==> src/rtl/mc_rf_timer_if.sv <==
// mc_rf_timer_if: refresh request bundle between the refresh timer (master) and the command arbiter (slave).
interface mc_rf_timer_if #(parameter int PEND_WIDTH = 4);
  logic                  rf_req;
  logic                  rf_ack;
  logic                  rf_urgent;
  logic [PEND_WIDTH-1:0] rf_pend_cnt;
  logic                  rf_overflow;
  logic [15:0]           rf_issue_cnt;
  modport master (output rf_req, rf_urgent, rf_pend_cnt, rf_overflow, rf_issue_cnt, input rf_ack);
  modport slave (input rf_req, rf_urgent, rf_pend_cnt, rf_overflow, rf_issue_cnt, output rf_ack);
endinterface

==> src/rtl/mc_rf_timer.sv <==
// mc_rf_timer: periodic refresh scheduler with pending counter and req/ack to the arbiter.
// Define MC_RF_DBG_CNT_EN to get a live rf_issue_cnt; otherwise it reads 0.
module mc_rf_timer #(
  parameter int CNT_WIDTH  = 28,
  parameter int PEND_WIDTH = 4,
  parameter int MAX_PEND   = 8,
  parameter int URGENT_TH  = 6
) (
  input  logic                 clk,
  input  logic                 rst,
  input  logic                 mc_en,
  input  logic [CNT_WIDTH-1:0] mc_rf_start_time_cfg,
  input  logic [CNT_WIDTH-1:0] mc_rf_period_time_cfg,
  mc_rf_timer_if.master        rf
);
  typedef enum logic [1:0] {IDLE, WAIT_START, RUN} state_e;
  state_e                state_q, state_d;
  logic [CNT_WIDTH-1:0]  timer_q, timer_d, start_ld, period_ld;
  logic [PEND_WIDTH-1:0] pend_q, pend_d;
  logic                  ovf_q, ovf_d, active, tick, accept, at_max;
  always_comb begin
    start_ld  = (mc_rf_start_time_cfg == '0) ? CNT_WIDTH'(1) : mc_rf_start_time_cfg;
    period_ld = (mc_rf_period_time_cfg == '0) ? CNT_WIDTH'(1) : mc_rf_period_time_cfg;
    active    = (state_q != IDLE) && mc_en;
    tick      = active && (timer_q == CNT_WIDTH'(1));
    accept    = active && rf.rf_req && rf.rf_ack;
    at_max    = (pend_q == PEND_WIDTH'(MAX_PEND));
    state_d   = state_q;
    timer_d   = timer_q;
    pend_d    = pend_q;
    ovf_d     = ovf_q;
    if (state_q == IDLE) begin
      timer_d = mc_en ? start_ld : '0;
      state_d = mc_en ? WAIT_START : IDLE;
    end else if (!mc_en) begin
      state_d = IDLE;
      timer_d = '0;
      pend_d  = '0;
      ovf_d   = 1'b0;
    end else begin
      timer_d = tick ? period_ld : timer_q - CNT_WIDTH'(1);
      state_d = tick ? RUN : state_q;
      // a tick that finds the counter saturated is dropped and remembered
      if (tick && !accept) begin
        pend_d = at_max ? pend_q : pend_q + PEND_WIDTH'(1);
        ovf_d  = ovf_q | at_max;
      end else if (accept && !tick) begin
        pend_d = pend_q - PEND_WIDTH'(1);
      end
    end
  end
  always_ff @(posedge clk) begin
    if (rst) begin
      state_q <= IDLE;
      timer_q <= '0;
      pend_q  <= '0;
      ovf_q   <= 1'b0;
    end else begin
      state_q <= state_d;
      timer_q <= timer_d;
      pend_q  <= pend_d;
      ovf_q   <= ovf_d;
    end
  end
  assign rf.rf_req      = (pend_q != '0);
  assign rf.rf_urgent   = (pend_q >= PEND_WIDTH'(URGENT_TH));
  assign rf.rf_pend_cnt = pend_q;
  assign rf.rf_overflow = ovf_q;
`ifdef MC_RF_DBG_CNT_EN
  logic [15:0] issue_q;
  always_ff @(posedge clk) begin
    if (rst) issue_q <= '0;
    else if (accept) issue_q <= issue_q + 16'd1;
  end
  assign rf.rf_issue_cnt = issue_q;
`else
  assign rf.rf_issue_cnt = '0;
`endif
endmodule

==> src/flat_wrapper.sv <==
// flat-port wrapper written by rule: the top's interface ports become plain ports
module mc_rf_timer_flat 
#(
  parameter int CNT_WIDTH  = 28,
  parameter int PEND_WIDTH = 4,
  parameter int MAX_PEND   = 8,
  parameter int URGENT_TH  = 6
)
  (clk, rst, mc_en, mc_rf_start_time_cfg, mc_rf_period_time_cfg, rf_rf_req, rf_rf_urgent, rf_rf_pend_cnt, rf_rf_overflow, rf_rf_issue_cnt, rf_rf_ack);
  mc_rf_timer_if #(.PEND_WIDTH(PEND_WIDTH)) rf_i ();
  input  logic clk;
  input  logic rst;
  input  logic mc_en;
  input  logic [CNT_WIDTH-1:0] mc_rf_start_time_cfg;
  input  logic [CNT_WIDTH-1:0] mc_rf_period_time_cfg;
  output wire logic [$bits(rf_i.rf_req)-1:0] rf_rf_req;
  output wire logic [$bits(rf_i.rf_urgent)-1:0] rf_rf_urgent;
  output wire logic [$bits(rf_i.rf_pend_cnt)-1:0] rf_rf_pend_cnt;
  output wire logic [$bits(rf_i.rf_overflow)-1:0] rf_rf_overflow;
  output wire logic [$bits(rf_i.rf_issue_cnt)-1:0] rf_rf_issue_cnt;
  input wire logic [$bits(rf_i.rf_ack)-1:0] rf_rf_ack;
  assign rf_rf_req = rf_i.rf_req;
  assign rf_rf_urgent = rf_i.rf_urgent;
  assign rf_rf_pend_cnt = rf_i.rf_pend_cnt;
  assign rf_rf_overflow = rf_i.rf_overflow;
  assign rf_rf_issue_cnt = rf_i.rf_issue_cnt;
  assign rf_i.rf_ack = rf_rf_ack;
  mc_rf_timer #(.CNT_WIDTH(CNT_WIDTH), .PEND_WIDTH(PEND_WIDTH), .MAX_PEND(MAX_PEND), .URGENT_TH(URGENT_TH)) u_core (.clk(clk), .rst(rst), .mc_en(mc_en), .mc_rf_start_time_cfg(mc_rf_start_time_cfg), .mc_rf_period_time_cfg(mc_rf_period_time_cfg), .rf(rf_i));
endmodule
==> config.mk <==
export PLATFORM = sky130hd
export DESIGN_NAME = mc_rf_timer_flat
export DESIGN_NICKNAME = d
export VERILOG_FILES = /design/src/rtl/mc_rf_timer_if.sv /design/src/rtl/mc_rf_timer.sv /design/src/flat_wrapper.sv
export SDC_FILE = /design/constraint.sdc
export NUM_CORES = 1
export LEC_CHECK = 0
export BUFFER_PORTS_ARGS = -buffer_cell sky130_fd_sc_hd__buf_4
export CAP_MARGIN = 20
export CORE_UTILIZATION = 51
export DETAILED_ROUTE_END_ITERATION = 10
export GPL_TIMING_DRIVEN = 0
export PLACE_DENSITY_LB_ADDON = 0.3
export RECOVER_POWER = 100
export SKIP_CTS_REPAIR_TIMING = 1
export SYNTH_ARGS = -nofsm -noshare
export SYNTH_HDL_FRONTEND = slang
export SYNTH_SLANG_ARGS = --single-unit
==> constraint.sdc <==
create_clock -name clk -period 3.7 [get_ports clk]
set_input_delay 0 -clock clk [delete_from_list [all_inputs] [get_ports clk]]
set_output_delay 0 -clock clk [all_outputs]
set_load 0.02 [all_outputs]
==> metrics.txt <==
status=complete, but fails checks; failing checks=negative hold slack; CORE AREA=around 4500 µm²; largest net degree at the start of global routing=12; Crit path largest cell delay=about 540 ps; hold slack final=-37.5 ps; Synth async-reset ratio=0%; die area=about 5100 µm²; fin crit share=88.0%; H-Tree Depth=2; Max Slew Vio Count=0; worst-skew pair later-pin latency=roughly 300 ps; DRT iter0 DRCs=~270; Min-Delay Path Class=input port to flip-flop; Rel. slew slack=43.1%; Hold Fails Final Rpt=3; Antenna Cells=0; NumNets Final=~500; Post-synth EDFFs=0; Total Wirelength=approximately 8500 µm; io pins=83; Top FF cell, synth=dfxtp_1; drt first pass iters=5; CTS max path bufs=2; VDD IR max=around 0.25 mV; number of buffers created by CTS=5; initial antenna violation count=0; Power Density=317 nW/µm²; drt wl/cell=about 17 µm; Unique masters post-synth=57; root buf cell=clkbuf_8; antenna-violating nets left=0; Area Growth Syn to Fin=35.3%; Die W=roughly 72 µm; worst endpoint required time=between 3000 and 4000 ps; hpwl dp=6260 µm; Post-Syn Area=around 2500 µm²; Yosys warnings=0; Initial Utilization=55.0%; chip height=between 70 and 80 µm; number of global-route vias before repair=around 2700; I/O Buffers=66; leak pwr=between 1 and 1.5 nW; Max-Cap Viols=0; sequential element share of the synthesized area=between 20 and 30%; Post-Synthesis Cells=327; Clock transition at path regs=approximately 80 ps; worst path cell trace=ha_1, nor4b_1, nand4_1, nor3_2, nand2_1, ha_1, a21o_1, a21oi_1, xnor2_1, nor3_1, a21oi_1, o32ai_1; startpoint types=flip-flop; Final min period=between 3000 and 4000 ps; FP Rows=24; pre-CTS setup slack=about 530 ps; first-pass GRT wire length=around 13000 µm; WS Path Type=flip-flop to flip-flop; vias per inst=6.14; final routed DRC violation total=0; Seq cells post-synth=35; final setup violating endpoints=0; Placer Congestion=0.957; CTS tree=yes; crit path max fanout=7; CP max-delay cell=nor3_2; Max Clk Rate=around 300 MHz; Arr. time, crit path=between 3000 and 4000 ps; Worst setup EP type=flip-flop; remaining global-route overflow=0; CTS Sinks=35; worst-margin pin slew=846 ps; Worst Setup Slack, final=444 ps; share of cells above drive strength 1=22.1%; routed vias=2985; RSZ-0062 raised after global routing=no; Avg Cell Area, Syn=approximately 7.6 µm²; Setup TNS Final=0 ps; Fin Clk Skew=slightly below 8 ps; total track usage=about a third
## registers in the layout, indices dropped and copies added (netlist names)
register and count:
u_core.timer_q 28, u_core.rf.rf_pend_cnt 4, u_core.state_q 2, u_core.rf.rf_overflow 1
## metrics by stage
stage               area [µm²]  util, %  hold WS [ps]  total power [W]  std cells
finish                    3350     74.4         -37.5          0.00106        486
global route              3350     74.4         0.882          0.00111        486
CTS                       3200     71.0         -96.0          0.00104        468
detailed placement        3090     68.7           208         0.000727        460
global placement          3090     68.7           206         0.000721        460
floorplan                 2530        -           107         0.000614        342
## synthesized netlist by cell type (2+ instances only)
master    count  area [µm²]
dfxtp_1      35         701
nand2_1      35         131
nor2_1       27         101
nor4_1       25         156
o21ai_0      25         125
a21oi_1      19        95.1
nor3_1       18        90.1
buf_4        16         120
xnor2_1      12         105
clkbuf_1     10        37.5
nand3_1       8        40.0
a22oi_1       7        52.6
inv_1         7        26.3
xor2_1        7        61.3
a21o_1        6        45.0
nand4_1       5        31.3
ha_1          4        50.1
o211ai_1      4        30.0
o22ai_1       3        18.8
or3_1         3        18.8
a211oi_1      2        15.0
a31oi_1       2        12.5
a32o_1        2        20.0
and4b_1       2        20.0
buf_2         2        10.0
nor2b_1       2        12.5
nor3_2        2        20.0
nor4b_1       2        17.5
o31a_1        2        17.5
o31ai_1       2        15.0
o32ai_1       2        17.5
or2_2         2        12.5
or3_2         2        15.0
or4_1         2        15.0
## power breakdown
part / switching (W) / total [W] / internal, W
combinational: 0.000175 / 0.000324 / 0.000149
clock: 0.000151 / 0.000321 / 0.000169
sequential: 0.0000232 / 0.000418 / 0.000394
total: 0.000349 / 0.00106 / 0.000713
## critical path: cells and delay by family, from the launching register on
kind	cells	cell delay (ps)
fa+ha+maj	2	530
xor+xnor	1	160
simple gates	5	1420
flops	1	420
compound gates	4	570
## placed cells by master, fill, tap and decap left out, types with 3 or more instances in the layout
cell / synthesis / final
a21o_1: 6 / 6
a21oi_1: 19 / 19
a22oi_1: 7 / 7
buf_4: 16 / 75
clkbuf_1: 10 / 17
clkbuf_8: 0 / 7
conb_1: 1 / 16
dfxtp_1: 35 / 35
dlygate4sd3_1: 0 / 18
ha_1: 4 / 4
inv_1: 7 / 7
nand2_1: 35 / 35
nand3_1: 8 / 8
nand4_1: 5 / 5
nor2_1: 27 / 27
nor3_1: 18 / 18
nor4_1: 25 / 25
o211ai_1: 4 / 4
o21ai_0: 25 / 25
o22ai_1: 3 / 3
or3_1: 3 / 3
xnor2_1: 12 / 12
xor2_1: 7 / 7
## cells by family (layout without fill, tap and decap cells)
family                     after synthesis  in the layout  synth area share [%]
and+or+nand+nor                        142            142                  30.5
muxes                                    2              2                 0.859
AOI/OAI and AO/OA                       87             87                  22.7
buffers and inverters                   36            128                  7.98
DFF                                     35             35                  28.3
adders and majority gates                5              5                  2.83
xor gates and xnor gates                19             19                  6.72
other                                    1             16                 0.151
## final cells by class
class                      count  area [µm²]
inverter                       7        26.3
buffer                        29         171
tap                           52        65.1
fill                         370        1150
timing repair buffer          84         649
sequential                    35         701
clock buffer                   7        96.3
multi-input combinational    271        1640
clock inverter                 1        7.51
## routing by layer
| metal | global-route usage [%] | wire, µm |
|---|---|---|
| met1 | 41.8 | 3430 |
| met2 | 52.6 | 3900 |
| met3 | 7.17 | 933 |
| met4 | 12.9 | 187 |
| met5 | 0 | 0 |
## worst paths after layout
check / startpoint / slack [ps] / endpoint / cells after the start
worst max-delay path: u_core.timer_q[0] / 440 / u_core.rf.rf_pend_cnt[3] / 12
worst min-delay path: mc_rf_start_time_cfg[25] / -40 / u_core.timer_q[25] / 3
worst max register to register: u_core.timer_q[0] / 440 / u_core.rf.rf_pend_cnt[3] / 12
worst min register to register: u_core.state_q[0] / 490 / u_core.state_q[0] / 2
Power figures use the tool's default switching activity.
